===== src/rtl/cmp_flags_gen.sv =====
// Multi-cycle magnitude comparator: walks the operands one CHUNK slice per cycle,
// MSB slice first, stopping at the first differing slice to report eq/gt/lt flags.
module cmp_flags_gen #(
  parameter int W     = 32,
  parameter int CHUNK = 8
) (
  input  logic         clk,
  input  logic         rst,
  input  logic         start,
  input  logic         sgn,
  input  logic [W-1:0] a,
  input  logic [W-1:0] b,
  output logic         busy,
  output logic         done,
  output logic [1:0]   flags
);

  localparam int NCH = W / CHUNK;
  localparam int IW  = (NCH > 1) ? $clog2(NCH) : 1;

  localparam logic [1:0] FL_EQ = 2'b00;
  localparam logic [1:0] FL_GT = 2'b01;
  localparam logic [1:0] FL_LT = 2'b10;

  typedef enum logic [1:0] {
    IDLE = 2'd0,
    CMP  = 2'd1,
    DONE = 2'd2
  } state_t;

  state_t           r_state;
  state_t           w_state_nxt;
  logic [W-1:0]     r_a;
  logic [W-1:0]     r_b;
  logic [IW-1:0]    r_idx;
  logic [1:0]       r_flags;
  logic [CHUNK-1:0] w_sl_a;
  logic [CHUNK-1:0] w_sl_b;
  logic             w_gt;
  logic             w_lt;

  // Slice mux built from constant part-selects so every select stays in range.
  always_comb begin
    w_sl_a = '0;
    w_sl_b = '0;
    for (int i = 0; i < NCH; i++) begin
      if (r_idx == IW'(i)) begin
        w_sl_a = r_a[i*CHUNK +: CHUNK];
        w_sl_b = r_b[i*CHUNK +: CHUNK];
      end
    end
  end

  assign w_gt = (w_sl_a > w_sl_b);
  assign w_lt = (w_sl_a < w_sl_b);

  always_comb begin
    w_state_nxt = r_state;
    case (r_state)
      IDLE:    if (start) w_state_nxt = CMP;
      CMP:     if (w_gt || w_lt || (r_idx == '0)) w_state_nxt = DONE;
      DONE:    w_state_nxt = IDLE;
      default: w_state_nxt = IDLE;
    endcase
  end

  always_ff @(posedge clk) begin
    if (rst) begin
      r_state <= IDLE;
      r_a     <= '0;
      r_b     <= '0;
      r_idx   <= '0;
      r_flags <= FL_EQ;
    end else begin
      r_state <= w_state_nxt;
      case (r_state)
        IDLE: begin
          if (start) begin
            // Flipping the sign bits maps two's-complement order onto unsigned order.
            r_a   <= {a[W-1] ^ sgn, a[W-2:0]};
            r_b   <= {b[W-1] ^ sgn, b[W-2:0]};
            r_idx <= IW'(NCH - 1);
          end
        end
        CMP: begin
          if (w_gt) begin
            r_flags <= FL_GT;
          end else if (w_lt) begin
            r_flags <= FL_LT;
          end else if (r_idx == '0) begin
            r_flags <= FL_EQ;
          end else begin
            r_idx <= r_idx - 1'b1;
          end
        end
        default: ;
      endcase
    end
  end

  assign busy  = (r_state == CMP);
  assign done  = (r_state == DONE);
  assign flags = r_flags;

endmodule


===== config.mk =====
export PLATFORM = sky130hd
export DESIGN_NAME = cmp_flags_gen
export DESIGN_NICKNAME = d
export VERILOG_FILES = /design/src/rtl/cmp_flags_gen.sv
export SDC_FILE = /design/constraint.sdc
export NUM_CORES = 1
export LEC_CHECK = 0
export BUFFER_PORTS_ARGS = -buffer_cell sky130_fd_sc_hd__buf_4
export CAP_MARGIN = 15
export CORE_ASPECT_RATIO = 1.4
export CORE_MARGIN = 1
export CORE_UTILIZATION = 42
export DETAILED_ROUTE_END_ITERATION = 7
export SYNTH_ARGS = -nofsm -noshare
export SYNTH_HDL_FRONTEND = slang
export SYNTH_SLANG_ARGS = --single-unit

===== constraint.sdc =====
create_clock -name clk -period 8.2 [get_ports clk]
set_input_delay 2.46 -clock clk [delete_from_list [all_inputs] [get_ports clk]]
set_output_delay 2.46 -clock clk [all_outputs]
set_load 0.01 [all_outputs]

==> metrics.yaml, run 1 <==
setup_path:
  r2r_setup_slack_ps: 4770
  cpMaxStageDelayCell: "dfxtp_1"
  path_max_fanout: 6
  cp-start-kind: "register"
  crit_type: "reg2out"
  worstRegToRegCells: 13
  required_ps: 5740
  reg2reg_to: "r_idx[1]$_SDFFE_PP0P_"
  max_stage_delay_ps: 350
  arrival_ps: 1180
  end_kind: "output pin"
  worstPathCellList: "nand2b_1 > inv_1 > buf_4"
  worstReg2RegStart: "r_idx[1]$_SDFFE_PP0P_"
synthesis:
  ys_seq_area_share_pct: 43.65
  async_flop_share_pct: 0
  avgSynthCellArea_um2: 7.264
  synth.most_common_cell: "nand2_1"
  ys_seq_elements: 70
  synth-edff-count: 0
  syn_area_um2: 3211
  synth_area_leader_cell: "dfxtp_1"
  synth_top_area_share_pct: 43.65
  synth.area.top_cells: "dfxtp_1, nand2_1, a21oi_1"
  yosys_warnings: 0
  ys_top_cells_by_count: "nand2_1, a21oi_1, dfxtp_1, clkbuf_1, nand3b_1"
  synth_flop_cell: "dfxtp_1"
  syn_nets: 522
  syn_inst: 442
  yosysUniqueCellTypes: 28
finish:
  fin_nets: 574
  fill_cells: 765
  n_antenna_cell: 0
  postLayoutCellArea_um2: 3988
  area.growth.synth_to_final_pct: 24.20
  drive_above_1_share_pct: 18.64
pwr:
  vdd_drop_max_v: 0.0001190
  combPwrFrac_pct: 21.1
  p_sw_share_pct: 28.54
  powerDensity_nw_per_um2: 219.0
  p_sw_uw: 249.2
  clkPwrFrac_pct: 35.2
  p_int_uw: 624.0
  leakage_nw: 1.616
  p_total_uw: 873.2
  p_seq_share_pct: 43.7
die:
  coreArea_um2: 7361
  die_x_um: 75.89
  row_count: 37
  fp.dieArea_um2: 8003
  dieHeight_um: 105.5
  initial_core_util_pct: 43.62
  ios: 72
grt:
  grt_pass1_vias: 2752
  grt_first_pass_wirelength_mm: 12.61
  grt_overflow: 0
  antenna_found_initial: 0
  track_usage_pct: 21.10
  grt_max_degree: 71
routing:
  vias: 3006
  dr.pass1.iters: 4
  drt_iter0_markers: 110
  drcViolationCount: 0
  wire_per_inst_um: 13.22
  postRouteAntennaNets: 0
  routed_wl_mm: 7.881
  viasPerCell: 5.044
clock_network:
  clock-sinks: 70
  cts_resized: 0
  cts_buffers: 9
  clk_latency_ps: 360
  path_clk_slew_ps: 70
  clockBufferDepth: 2
  post_cts_buffers: 0
  postCtsHoldBufs: 0
  cts_tree: "done"
  root_buffer: "clkbuf_8"
  htreeDepth: 3
timing:
  post-route-min-period_ps: 3640
  drv_slew: 0
  slew_headroom_pct: 37.01
  hold_slack_ps: 455.5
  timing.final.crit_share_pct: 44.39
  hold_violations: 0
  worst_pin_slew_ps: 944.8
  clock.fmax_mhz: 274.8
  rsz0062_at_grt: "no"
  tns_ps: 0
  clock_skew_ps: 8.786
  finalSetupViolations: 0
place:
  dpl_cell_area_um2: 3752
  hpwl_mm: 5.079
  port_buffers: 71
  gp_congestion: 0.7746
min_path:
  min_to: "r_a[11]$_SDFFE_PP0P_"
  worstHoldPathCells: 2
  min_from: "r_a[11]$_SDFFE_PP0P_"
  hold_path_class: "reg2reg"
outcome:
  status: "finished, final reports clean"
flow_run:
  maxCapViolCount: 0
[worst max-delay path, delay by kind of cell, from the launching register on]
kind | cells | cell delay [ps]
buf+inv | 2 | 250
flops | 1 | 350
simple gates | 1 | 230
[layout make-up]
cell class                      count  area, µm²  area share, %
Clock buffer                       12      145.1          3.640
Clock inverter                      4      70.07          1.757
Inverter                            4      15.01         0.3765
Multi-Input combinational cell    335       1667          41.79
Sequential cell                    70       1401          35.14
Tap cell                           97      121.4          3.044
Timing Repair Buffer               74      568.0          14.25
[metrics by stage]
stage | worst slack, ps | instances | utilization (%)
global route | 4493 | 596 | 54.17
floorplan | 4942 | 442 | -
finish | 4560 | 596 | 54.17
detailed placement | 4353 | 579 | 50.98
CTS | 4560 | 595 | 53.90
global placement | 4395 | 579 | 50.98
[sequential cells by signal (all words and copies together), names as in the netlist]
name / cells
r_b: 32
r_idx: 2
r_state: 2
flags: 2
r_a: 32
[cell families (layout without fill, tap and decap cells)]
logic type | after synthesis | after routing | synth area share (%)
compound gates | 128 | 128 | 20.97
xor+xnor | 2 | 2 | 0.5457
fa+ha+maj | 12 | 12 | 4.676
buf+inv | 37 | 94 | 4.560
flops | 70 | 70 | 43.65
simple gates | 193 | 193 | 25.60
[routing by layer]
| metal | global-route usage, % | vias to the layer above | wire length, µm |
|---|---|---|---|
| li1 | - | 1572 | - |
| met1 | 27.19 | 1350 | 3529 |
| met2 | 31.98 | 65 | 3819 |
| met3 | 5.545 | 19 | 284 |
| met4 | 10.19 | 0 | 248 |
| met5 | 0 | - | 0 |
[how the worst max path moves through the flow]
stage                             from                    to  cells after the start
5_1_grt        r_state[1]$_SDFFE_PP0P_                  busy                      3
6_report       r_state[1]$_SDFFE_PP0P_                  busy                      3
3_3_place_gp                     start   r_a[4]$_SDFFE_PP0P_                      4
3_5_place_dp                     start  r_a[23]$_SDFFE_PP0P_                      4
4_1_cts        r_state[1]$_SDFFE_PP0P_                  busy                      3
2_1_floorplan                    start  r_a[10]$_SDFFE_PP0P_                      6
[cell usage in the layout (no fill, tap or decap), types with 2 or more instances in the layout]
cell	count
nand4_1	2
a211oi_1	3
nand3b_1	16
ha_1	12
nand2_1	150
clkinv_2	2
clkbuf_1	2
inv_1	4
clkbuf_8	10
xnor2_1	2
dfxtp_1	70
nor2_1	15
nor2b_1	2
bufinv_16	2
o21ai_0	10
a21oi_1	109
buf_4	73
[power groups by stage]
stage          clock (mW)  combinational, mW  sequential (mW)
2_1_floorplan           0              0.125            0.386
3_3_place_gp            0              0.179            0.388
3_5_place_dp            0              0.183            0.389
4_1_cts             0.314              0.184            0.382
5_1_grt             0.331              0.207            0.385
6_report            0.307              0.184            0.381
Power figures use the tool's default switching activity.
==> run 2, diff against run 1 <==
- ABC_AREA: not set -> 1
- clock period: 8.2 -> 3.8 ns (I/O delays scaled with it)
==> run 2 against run 1 <==
Effect of this change:
- combinational power rose to 2.9 times the previous value
- critical endpoint is now r_idx[0]$_SDFFE_PP0P_
- utilization decreased by 1.3 points
- die area grew 1.1%
- critical path type is now reg2reg
- critical path depth is 11 higher
- cell area fell by 1.7%
==> metrics.yaml, run 2 <==
routing:
  drt_iter0_markers: 245  # +120%
  drcViolationCount: 0  # unchanged
  postRouteAntennaNets: 0  # unchanged
  routed_wl_mm: 8.051  # +2.2%
  dr.pass1.iters: 4  # unchanged
  vias: 3079  # +2.4%
  wire_per_inst_um: 13.18  # -0.35%
  viasPerCell: 5.039  # about the same
clock_network:
  htreeDepth: 3  # unchanged
  cts_buffers: 9  # unchanged
  post_cts_buffers: 0  # unchanged
  clock-sinks: 70  # unchanged
  cts_tree: "done"
  postCtsHoldBufs: 0  # unchanged
  path_clk_slew_ps: 70  # about the same
  root_buffer: "clkbuf_8"
  cts_resized: 0  # unchanged
  clockBufferDepth: 2  # unchanged
  clk_latency_ps: 350  # about the same
setup_path:
  worstReg2RegStart: "r_idx[1]$_SDFFE_PP0P_"
  critPathBufInv: 2  # unchanged
  r2r_setup_slack_ps: 830  # -3940 ps
  path_common_cell: "nor2_1"
  crit_type: "reg2reg"
  crit_family: "adder cells"
  required_ps: 4050  # -1690 ps
  arrival_ps: 3220  # +2040 ps
  worstRegToRegCells: 14  # +1
  cp-start-kind: "register"
  max_stage_delay_ps: 380  # +30 ps
  end_kind: "register"
  reg2reg_to: "r_idx[0]$_SDFFE_PP0P_"
  worstPathCellList: "inv_1 > ha_1 > inv_2 > nor2_1 > o311ai_0 > o21ai_0 > ha_1 > nand2_1 > nor2_1 > nand2_1 > nor2_1 > nand3_2 > a21oi_1 > nor2_1"
  path_max_fanout: 19  # +13
  cpMaxStageDelayCell: "ha_1"
flow_run:
  maxCapViolCount: 0  # unchanged
place:
  port_buffers: 71  # unchanged
  dpl_cell_area_um2: 3756  # about the same
  hpwl_mm: 5.440  # +7.1%
  gp_congestion: 0.8176  # +5.6%
pwr:
  p_sw_share_pct: 34.28  # +5.7 points
  p_seq_share_pct: 45.9  # +2.2 points
  combPwrFrac_pct: 27.5  # +6.4 points
  p_int_mw: 1.272  # +100%
  leakage_nw: 1.814  # +12%
  vdd_drop_max_v: 0.0002324  # +95%
  powerDensity_nw_per_um2: 493.8  # +130%
  p_sw_uw: 663.6  # +170%
  clkPwrFrac_pct: 26.6  # -8.6 points
die:
  die_x_um: 76.30  # +0.53%
  dieHeight_um: 106.0  # +0.54%
  fp.dieArea_um2: 8088  # +1.1%
  initial_core_util_pct: 43.82  # +0.20 points
  coreArea_um2: 7407  # +0.63%
  row_count: 37  # unchanged
  ios: 72  # unchanged
grt:
  top_usage_layer: "met2"
  grt_pass1_vias: 2934  # +6.6%
  met3_usage_pct: 3.948  # -1.6 points
  met2_usage_pct: 34.75  # +2.8 points
  grt_first_pass_wirelength_mm: 13.52  # +7.2%
  grt_max_degree: 70  # -1.4%
  antenna_found_initial: 0  # unchanged
  track_usage_pct: 21.00  # -0.10 points
  grt_use_met1_pct: 26.47  # -0.72 points
  grt_overflow: 0  # unchanged
synthesis:
  syn_nets: 537  # +2.9%
  synth_area_leader_cell: "dfxtp_1"
  synth_top_area_share_pct: 43.18  # -0.47 points
  yosysUniqueCellTypes: 28  # unchanged
  avgSynthCellArea_um2: 7.102  # -2.2%
  ys_seq_area_share_pct: 43.18  # -0.47 points
  synth-edff-count: 0  # unchanged
  synth.most_common_cell: "nor2_1"
  syn_inst: 457  # +3.4%
  synth.area.top_cells: "dfxtp_1, nor2_1, o21ai_0"
  yosys_warnings: 0  # unchanged
  syn_area_um2: 3246  # +1.1%
  ys_seq_elements: 70  # unchanged
  async_flop_share_pct: 0  # unchanged
  ys_top_cells_by_count: "nor2_1, dfxtp_1, o21ai_0, nand2_1, a21oi_1"
  synth_flop_cell: "dfxtp_1"
outcome:
  status: "finished, final reports clean"
finish:
  register_area_um2: 1401  # unchanged
  final_common_cell: "nor2_1"
  fill_cells: 783  # +2.4%
  reg.largest.list: "r_a: 32 flops, r_b: 32 flops"
  postLayoutCellArea_um2: 3920  # -1.7%
  final_cell_mix: "nor2_1, buf_4, dfxtp_1, o21ai_0, nand2_1"
  fin_nets: 590  # +2.8%
  drive_above_1_share_pct: 19.26  # +0.62 points
  multi_input_area_um2: 1615  # -3.1%
  area.growth.synth_to_final_pct: 20.78
  n_antenna_cell: 0  # unchanged
timing:
  worst_pin_slew_ps: 911.3  # -33.56 ps
  post-route-min-period_ps: 2973
  tns_ps: 0  # unchanged
  clock.fmax_mhz: 336.3
  hold_violations: 0  # unchanged
  clock_skew_ps: 7.674  # -1.112 ps
  timing.final.crit_share_pct: 78.24
  slew_headroom_pct: 39.16  # +2.1 points
  drv_slew: 0  # unchanged
  rsz0062_at_grt: "no"
  finalSetupViolations: 0  # unchanged
min_path:
  min_from: "r_a[31]$_SDFFE_PP0P_"
  hold_path_class: "reg2reg"
  min_to: "r_a[31]$_SDFFE_PP0P_"
  worstHoldPathCells: 2  # unchanged
==> run 2: cell count changes in the layout (fill, tap and decap cells not counted), sizes merged, moves of 14 or more <==
cell    previous run  this run
nand3              0        15
nor2              15       152
inv                4        18
o21ai             11        74
a21oi            109        29
nand2            151        37
nand3b            16         0
==> run 2: how the worst max path moves through the flow <==
stage | from | endpoint | slack (ps) | depth (start not counted)
6_report | r_idx[1]$_SDFFE_PP0P_ | r_idx[0]$_SDFFE_PP0P_ | 830 | 14
4_1_cts | r_idx[1]$_SDFFE_PP0P_ | r_idx[1]$_SDFFE_PP0P_ | 840 | 15
3_5_place_dp | r_idx[1]$_SDFFE_PP0P_ | r_idx[0]$_SDFFE_PP0P_ | 900 | 14
5_1_grt | r_idx[1]$_SDFFE_PP0P_ | r_idx[1]$_SDFFE_PP0P_ | 470 | 15
2_1_floorplan | r_idx[1]$_SDFFE_PP0P_ | r_idx[0]$_SDFFE_PP0P_ | 1490 | 15
3_3_place_gp | r_idx[1]$_SDFFE_PP0P_ | r_idx[1]$_SDFFE_PP0P_ | 980 | 14
==> run 2: final cells by class <==
class / count / share of cell area (%)
tap: 97 / 3.096
clock inverter: 6 / 1.021
inverter: 18 / 1.787
sequential: 70 / 35.75
clock buffer: 9 / 3.160
multi-input combinational: 338 / 41.21
timing repair buffer: 73 / 13.98
==> run 2: through the flow <==
stage               worst slack [ps]  std cells  util (%)  power (mW)  hold slack [ps]
finish                         826.9        611     52.92       1.936            468.5
global route                   469.6        611     52.92       2.074            496.5
CTS                            844.6        611     52.92       1.953            468.8
detailed placement             895.7        596     50.71       1.438            457.8
global placement               983.5        596     50.71       1.431            451.8
floorplan                       1493        457         -       1.280            438.1
==> run 2: worst reg2reg max path, delay by kind of cell, from the launching register on <==
kind            cells  cell delay, ps
fa+ha+maj           2             700
simple gates        7             700
compound gates      3             680
buf+inv             2             420
flops               1             360
==> run 2: power groups by stage <==
stage / registers [mW] / logic [mW] / clock network, mW
after floorplan: 0.883 / 0.398 / 0
after global placement: 0.906 / 0.526 / 0
after detailed placement: 0.904 / 0.535 / 0
after CTS: 0.889 / 0.539 / 0.525
after global routing: 0.899 / 0.623 / 0.552
final: 0.889 / 0.532 / 0.515
==> run 2: cell families after synthesis <==
logic type	synth area share, %
AOI/OAI and AO/OA	19.85
xor gates and xnor gates	0.5398
adders and majority gates	4.626
buffers and inverters	7.209
DFF	43.18
and+or+nand+nor	24.60
==> run 2: per-layer routing <==
layer	part of all wire, %	vias to the layer above
met2	47	83
met4	2.1	0
met1	46	1381
li1	-	1601
met5	0	-
met3	5.4	14
